File: config.mk
export PLATFORM = sky130hd
export DESIGN_NAME = dmux_result_bank
export DESIGN_NICKNAME = d
export VERILOG_FILES = /design/src/rtl/dmux_result_bank.sv
export SDC_FILE = /design/constraint.sdc
export NUM_CORES = 1
export LEC_CHECK = 0
export CORE_MARGIN = 2
export CORE_UTILIZATION = 40
export CTS_CLUSTER_DIAMETER = 100
export DETAILED_ROUTE_END_ITERATION = 8
export GPL_ROUTABILITY_DRIVEN = 0
export HOLD_SLACK_MARGIN = 0.03
export PLACE_DENSITY = 0.65
export SLEW_MARGIN = 20
export SYNTH_ARGS = -nofsm -noshare
export SYNTH_HDL_FRONTEND = slang
export SYNTH_SLANG_ARGS = --single-unit
export TNS_END_PERCENT = 100
File: constraint.sdc
create_clock -name CLK -period 4.5 [get_ports CLK]
set_clock_uncertainty 0.2 [all_clocks]
set_input_delay 1.35 -clock CLK [delete_from_list [all_inputs] [get_ports CLK]]
set_output_delay 1.35 -clock CLK [all_outputs]
set_load 0.1 [all_outputs]
File: src/rtl/dmux_result_bank.sv
// Result bank: captures one demux lane per write into an 8-entry
// register file and drains occupied entries in index order.
module dmux_result_bank #(
  parameter int WIDTH = 16,
  parameter int LANES = 8
) (
  input  logic             CLK,
  input  logic             RST_N,
  input  logic [WIDTH-1:0] A0,
  input  logic [WIDTH-1:0] A1,
  input  logic [WIDTH-1:0] A2,
  input  logic [WIDTH-1:0] A3,
  input  logic [WIDTH-1:0] A4,
  input  logic [WIDTH-1:0] A5,
  input  logic [WIDTH-1:0] A6,
  input  logic [WIDTH-1:0] A7,
  input  logic [2:0]       SEL,
  input  logic             WR_EN,
  output logic             WR_READY,
  input  logic             DRAIN,
  output logic [WIDTH-1:0] OUT_DATA,
  output logic [2:0]       OUT_IDX,
  output logic             OUT_VALID,
  input  logic             OUT_READY,
  output logic [LANES-1:0] VALID,
  output logic             BUSY,
  output logic             OVF,
  input  logic             CLR_OVF
);

  typedef enum logic [1:0] {
    IDLE = 2'd0,
    SCAN = 2'd1,
    SEND = 2'd2
  } state_t;

  state_t           state_q, state_d;
  logic [2:0]       ptr_q, ptr_d;
  logic [WIDTH-1:0] regs_q [LANES];
  logic [WIDTH-1:0] regs_d [LANES];
  logic [LANES-1:0] valid_q, valid_d;
  logic             ovf_q, ovf_d;
  logic [WIDTH-1:0] out_data_q, out_data_d;
  logic [2:0]       out_idx_q, out_idx_d;
  logic             out_valid_q, out_valid_d;
  logic [WIDTH-1:0] lanes [LANES];
  logic             wr_ok;

  always_comb begin
    lanes[0] = A0;
    lanes[1] = A1;
    lanes[2] = A2;
    lanes[3] = A3;
    lanes[4] = A4;
    lanes[5] = A5;
    lanes[6] = A6;
    lanes[7] = A7;
  end

  assign WR_READY  = (state_q == IDLE);
  assign BUSY      = (state_q != IDLE);
  assign VALID     = valid_q;
  assign OVF       = ovf_q;
  assign OUT_DATA  = out_data_q;
  assign OUT_IDX   = out_idx_q;
  assign OUT_VALID = out_valid_q;
  assign wr_ok     = WR_EN && WR_READY;

  always_comb begin
    state_d     = state_q;
    ptr_d       = ptr_q;
    regs_d      = regs_q;
    valid_d     = valid_q;
    ovf_d       = ovf_q;
    out_data_d  = out_data_q;
    out_idx_d   = out_idx_q;
    out_valid_d = out_valid_q;

    if (CLR_OVF) ovf_d = 1'b0;
    // Overwrite wins over a coincident clear.
    if (wr_ok) begin
      regs_d[SEL]  = lanes[SEL];
      valid_d[SEL] = 1'b1;
      if (valid_q[SEL]) ovf_d = 1'b1;
    end

    unique case (state_q)
      IDLE: begin
        if (DRAIN) begin
          ptr_d   = 3'd0;
          state_d = SCAN;
        end
      end
      SCAN: begin
        if (valid_q[ptr_q]) begin
          out_data_d  = regs_q[ptr_q];
          out_idx_d   = ptr_q;
          out_valid_d = 1'b1;
          state_d     = SEND;
        end else if (ptr_q == 3'd7) begin
          state_d = IDLE;
        end else begin
          ptr_d = ptr_q + 3'd1;
        end
      end
      SEND: begin
        if (out_valid_q && OUT_READY) begin
          out_valid_d    = 1'b0;
          valid_d[ptr_q] = 1'b0;
          if (ptr_q == 3'd7) begin
            state_d = IDLE;
          end else begin
            ptr_d   = ptr_q + 3'd1;
            state_d = SCAN;
          end
        end
      end
      default: state_d = IDLE;
    endcase
  end

  always_ff @(posedge CLK or negedge RST_N) begin
    if (!RST_N) begin
      state_q     <= IDLE;
      ptr_q       <= 3'd0;
      valid_q     <= '0;
      ovf_q       <= 1'b0;
      out_data_q  <= '0;
      out_idx_q   <= 3'd0;
      out_valid_q <= 1'b0;
      for (int i = 0; i < LANES; i++) regs_q[i] <= '0;
    end else begin
      state_q     <= state_d;
      ptr_q       <= ptr_d;
      valid_q     <= valid_d;
      ovf_q       <= ovf_d;
      out_data_q  <= out_data_d;
      out_idx_q   <= out_idx_d;
      out_valid_q <= out_valid_d;
      for (int i = 0; i < LANES; i++) regs_q[i] <= regs_d[i];
    end
  end

endmodule
==> results of run 1 <==
## cell usage after synthesis, drive strengths merged
cell type / count
a31oi: 1
nor2: 100
nor3: 5
o22ai: 2
a221oi: 1
clkbuf: 36
dfrtp: 162
nor2b: 1
or4: 1
nand2: 43
mux4: 68
o21ai: 65
nand3b: 1
nand3: 1
a21bo: 1
nand2b: 3
o22a: 6
mux2i: 39
a21oi: 100
inv: 11
mux2: 10
nand4b: 1
nand4: 1
a22o: 1
or3: 1
ha: 6
buf: 14
## state kept, by name, indices dropped and copies added, names as in the netlist
name / flops
regs_q: 128
OUT_DATA: 16
VALID: 8
OUT_IDX: 3
ptr_q: 3
state_q: 2
OUT_VALID: 1
OVF: 1
## power by group through the flow
stage | Combinational (µW) | Sequential (µW) | Clock (µW)
2_1_floorplan | 1880 | 3290 | 0
3_3_place_gp | 3370 | 2630 | 0
3_5_place_dp | 3430 | 2650 | 0
4_1_cts | 3450 | 2630 | 1540
5_1_grt | 3710 | 2720 | 1600
6_report | 3420 | 2620 | 1520
## kinds of logic after synthesis
kind of cell | count (synthesis)
compound gates | 177
simple gates | 158
buf+inv | 61
fa+ha+maj | 6
flops | 162
mux | 117
## final cells by class
| class | count | area, µm² | share of cell area (%) |
|---|---|---|---|
| inverters | 11 | 41.3 | 0.390 |
| multi-input cells | 458 | 3710 | 35.1 |
| well taps | 265 | 332 | 3.13 |
| clock inverters | 15 | 191 | 1.81 |
| clock buffers | 17 | 425 | 4.02 |
| repair buffers | 187 | 1830 | 17.3 |
| flip-flops and latches | 162 | 4060 | 38.3 |
## worst min-delay path by stage
stage | start | to | cells after the start
2_1_floorplan | regs_q[100] | regs_q[100] | 2
3_3_place_gp | regs_q[113] | regs_q[113] | 2
3_5_place_dp | regs_q[120] | regs_q[120] | 2
4_1_cts | regs_q[104] | regs_q[104] | 2
5_1_grt | regs_q[116] | regs_q[116] | 2
6_report | regs_q[106] | regs_q[106] | 2
## worst register-to-register path: stages, from the launching register on
cell and delay, ps:
dfrtp_1 970, buf_4 470, mux4_2 370, mux2_2 300
mux2_2 260
## stage by stage
stage | util [%] | total power [µW]
after floorplan | - | 5170
after global placement | 51.1 | 6000
after detailed placement | 51.1 | 6080
after CTS | 54.2 | 7620
after global routing | 54.2 | 8030
final | 54.2 | 7570
## metal layers
| layer | vias to the layer above | track usage, % | part of all wire (%) |
|---|---|---|---|
| met1 | 2924 | 25.1 | 43 |
| met2 | 196 | 32.8 | 50 |
| met3 | 20 | 4.23 | 5.7 |
| met5 | - | 0 | 0 |
| li1 | 2800 | - | - |
| met4 | 0 | 5.59 | 1.4 |
==> run summary, run 1 <==
Outcome = complete, no violations
Nets = 980
Sw Share = 41.3%
Hold buffer count at CTS = 0
GRT Util Overall = 19.3%
Antenna violations before repair = 0
IO buf count = 167
Comb pwr share = 45.3%
Cts repair resizes = 0
Gate family responsible for the most delay along the worst path = buffers and inverters
Tmin final = 3590 ps
Share of layout cells above drive strength 1 = 16.9%
CTS tree = yes
Worst Path Arrival = 2040 ps
Cell Int Power = 4440 µW
Place WS = 836 ps
Post-Syn Nets = 824
Worst path max stage delay = 1170 ps
Worst slew pin tran = 998 ps
Area share of the largest cell type after synthesis = 50.7%
Detailed Route Iter0 Violations = 385
Unique masters post-synth = 33
Worst Setup SP = VALID[7]
Synth area leaders = dfrtp_1, mux4_2, a21oi_1
Sw power = 3120 µW
Final Max Tran Viols = 0
WP depth = 1
Clock tree root driver cell = clkbuf_16
Setup TNS = 0 ps
Die height = 145 µm
Synth Area in Adders = 0.939%
Startpoint type of the worst setup path = register
Synth warn = 0
DRT antenna net count = 0
Most common cell after layout, fill and taps aside = clkdlybuf4s50_1
Area growth from synthesis to layout = 32.5%
Total of max-cap violations = 0
Num rows = 51
Clock tree buffer depth = 2
Hold Path Class = reg2reg
Number of global-route vias before repair = 6325
Clk network pwr share = 20.1%
Synth Area per Inst = 11.7 µm²
Endpoints failing hold = 0
Worst EP required = 2950 ps
Worst R2R End = OUT_DATA[15]
Reg-to-Reg Start = ptr_q[2]
Max frequency = 279 MHz
Complex-gate fraction of the synthesized area = 11.8%
Post-DP HPWL = 14.0 mm
Total wire length = 19.8 mm
Leakage power = 0.00437 µW
Reg2Reg Depth = 4
Placed cell area = 9970 µm²
Largest net degree at the start of global routing = 89
Clk sink count = 162
Core Footprint = 19500 µm²
Power per cell area = 714 nW/µm²
Critical path endpoint category = output pin
Placed insts = 1083
Vias per Instance = 5.33
Ant diodes = 0
Buffers and inverters on the worst path = 1
Sequential share of power = 34.7%
Area of the die = 21100 µm²
Synthesized cell area = 7990 µm²
Relative slew margins = 33.3%
Clk_lat worst skew = 430 ps
Fill count = 1709
CP Capture Point = VALID[7]
DR pass1 iterations = 5
Post-layout instance area = 10600 µm²
Unrepaired setup endpoints after global routing = no
Worst-path maximum fanout = 5
WS Path Type = reg2out
R2r setup slk = 1820 ps
Sequential area share after synthesis = 50.7%
Crit-path slowest cell = clkdlybuf4s50_1
H-tree depth = 4
Final setup margin = 913 ps
Initial Util = 40.9%
Final period util = 79.7%
Dominant cell type by area after synthesis = dfrtp_1
Fin Hold WS = 277 ps
CTS Buf Count = 17
I/O pins = 168
DRC = 0
Flops & latches, synth = 162
First-pass GRT wire length = 32.4 mm
Final-report setup violation count = 0
Most frequent cells in the layout = clkdlybuf4s50_1, dfrtp_1, a21oi_1, nor2_1, mux4_2
GRT overflow = 0
Simple-gate share of the synthesized area = 7.89%
Layout Cells excl Fill = 1115
Post-Synthesis Cells = 681
Postcts setup bufs = 0
Via count = 5940
Xor and xnor area share after synthesis = 0%
Mux contribution to synthesized area = 25.5%
DR WL/cell = 17.7 µm
CP cell instances = clkdlybuf4s50_1
Die X = 145 µm
Largest family of logic cells by synthesized area = multiplexers
Max IR drop VDD = 411 µV
Clk slew on worst S/H paths = 60 ps
Note: power is estimated with default switching activity, not from simulation.
==> inputs of run 2 (changes only) <==
- clock period: 4.5 -> 3.5 ns (I/O delays scaled with it)
==> run summary, run 2 (same netlist as run 1, synthesis figures left out) <==
Outcome = complete, no violations
Max IR drop VDD = 488 µV (+19%)
Postcts setup bufs = 0 (unchanged)
Area growth from synthesis to layout = 33.9%
Number of flip-flops under the largest register name = 128 (unchanged)
R2r setup slk = 1040 ps (-780 ps)
Relative slew margins = 44.7% (+11 points)
H-tree depth = 4 (unchanged)
Worst EP required = 2250 ps (-700 ps)
Post-DP HPWL = 13.7 mm (-2.1%)
Most frequent cells in the layout = dfrtp_1, clkdlybuf4s50_1, a21oi_1, nor2_1, mux4_2
GRT Util Overall = 19.9% (+0.60 points)
Worst Path Arrival = 1600 ps (-440 ps)
Worst R2R End = OUT_DATA[15]
Total of max-cap violations = 0 (unchanged)
CTS Buf Count = 17 (unchanged)
Placed insts = 1096 (+1.2%)
Die X = 145 µm (unchanged)
Clk slew on worst S/H paths = 60 ps (about the same)
DR pass1 iterations = 5 (unchanged)
Nets = 993 (+1.3%)
Share of layout cells above drive strength 1 = 21.3% (+4.4 points)
Fin util = 54.8% (+0.56 points)
Clk sink count = 162 (unchanged)
Num rows = 51 (unchanged)
Setup TNS = 0 ps (unchanged)
Number of global-route vias before repair = 6311 (-0.22%)
CTS tree = yes
Cts repair resizes = 0 (unchanged)
Final Max Tran Viols = 0 (unchanged)
Total wire length = 20.2 mm (+2.2%)
Via count = 6014 (+1.2%)
Area of the die = 21100 µm² (unchanged)
Most common cell after layout, fill and taps aside = dfrtp_1
Layout Cells excl Fill = 1129 (+1.3%)
CP Capture Point = WR_READY
DRC = 0 (unchanged)
Worst slew pin tran = 830 ps (-168 ps)
Detailed Route Iter0 Violations = 394 (+2.3%)
Tmin final = 2850 ps
DRT antenna net count = 0 (unchanged)
Clock tree root driver cell = clkbuf_16
Tot Pwr = 9850 µW (+30%)
IO buf count = 167 (unchanged)
Reg-to-Reg Start = ptr_q[0]
Largest Register = regs_q
Antenna violations before repair = 1 (+1)
Largest net degree at the start of global routing = 71 (-20%)
Leakage power = 0.00450 µW (+2.9%)
Die height = 145 µm (unchanged)
Max frequency = 351 MHz
Worst-path maximum fanout = 6 (+1)
Worst Setup SP = state_q[1]
Clk_lat worst skew = 420 ps (about the same)
Hold Path Class = reg2reg
Vias per Instance = 5.33 (about the same)
Endpoints failing hold = 0 (unchanged)
WS Path Type = reg2out
Fin Hold WS = 276 ps (-0.572 ps)
Hold buffer count at CTS = 0 (unchanged)
Power per cell area = 920 nW/µm² (+29%)
Initial Util = 40.9% (unchanged)
Unrepaired setup endpoints after global routing = no
I/O pins = 168 (unchanged)
Startpoint type of the worst setup path = register
Clock tree buffer depth = 2 (unchanged)
DR WL/cell = 17.9 µm (+0.92%)
First-pass GRT wire length = 33.2 mm (+2.6%)
Core Footprint = 19500 µm² (unchanged)
Critical path endpoint category = output pin
Final period util = 81.5%
Final-report setup violation count = 0 (unchanged)
Reg2Reg Depth = 4 (unchanged)
GRT overflow = 0 (unchanged)
==> run 2: changes by cell type in the layout (fill, tap and decap cells not counted), sizes merged <==
cell	change
buf	+42
clkdlybuf4s50	-29
inv	-9
clkbuf	+5
bufinv	+2
clkinv	+2
diode	+1
==> run 2: cell type report <==
class	count	area (µm²)
Antenna cell	1	2.50
Clock buffer	22	484
Clock inverter	10	178
Fill cell	1729	8830
Inverter	11	41.3
Multi-Input combinational cell	458	3710
Sequential cell	162	4060
Tap cell	265	332
Timing Repair Buffer	200	1900
==> run 2: power breakdown <==
group / switching (µW) / leakage [µW] / total, µW / internal (µW)
clock: 729 / 0.000326 / 2070 / 1340
sequential: 545 / 0.00192 / 3330 / 2790
combinational: 2670 / 0.00225 / 4450 / 1770
==> run 2: worst max-delay path: stages, from the launching register on <==
cell and delay, ps:
dfrtp_1 430, inv_1 100, ha_1 300, buf_4 350
==> run 2: through the flow <==
stage	area [µm²]	setup slack, ps
6_report	10700	649
2_1_floorplan	7990	193
5_1_grt	10700	548
3_3_place_gp	10000	377
4_1_cts	10700	623
3_5_place_dp	10000	370
==> run 2: worst min path at each step <==
stage | slack [ps] | end | cells after the start | from
2_1_floorplan | 250 | regs_q[100] | 2 | regs_q[100]
3_3_place_gp | 260 | regs_q[117] | 2 | regs_q[117]
3_5_place_dp | 270 | regs_q[104] | 2 | regs_q[104]
4_1_cts | 280 | regs_q[110] | 2 | regs_q[110]
5_1_grt | 310 | regs_q[105] | 2 | regs_q[105]
6_report | 280 | regs_q[101] | 2 | regs_q[101]
==> run 2: metal layers <==
metal  GRT usage (%)  share of wire (%)
met1            27.0                 44
met2            33.0                 50
met3            3.98                4.7
met4            5.29                1.2
met5               0                  0
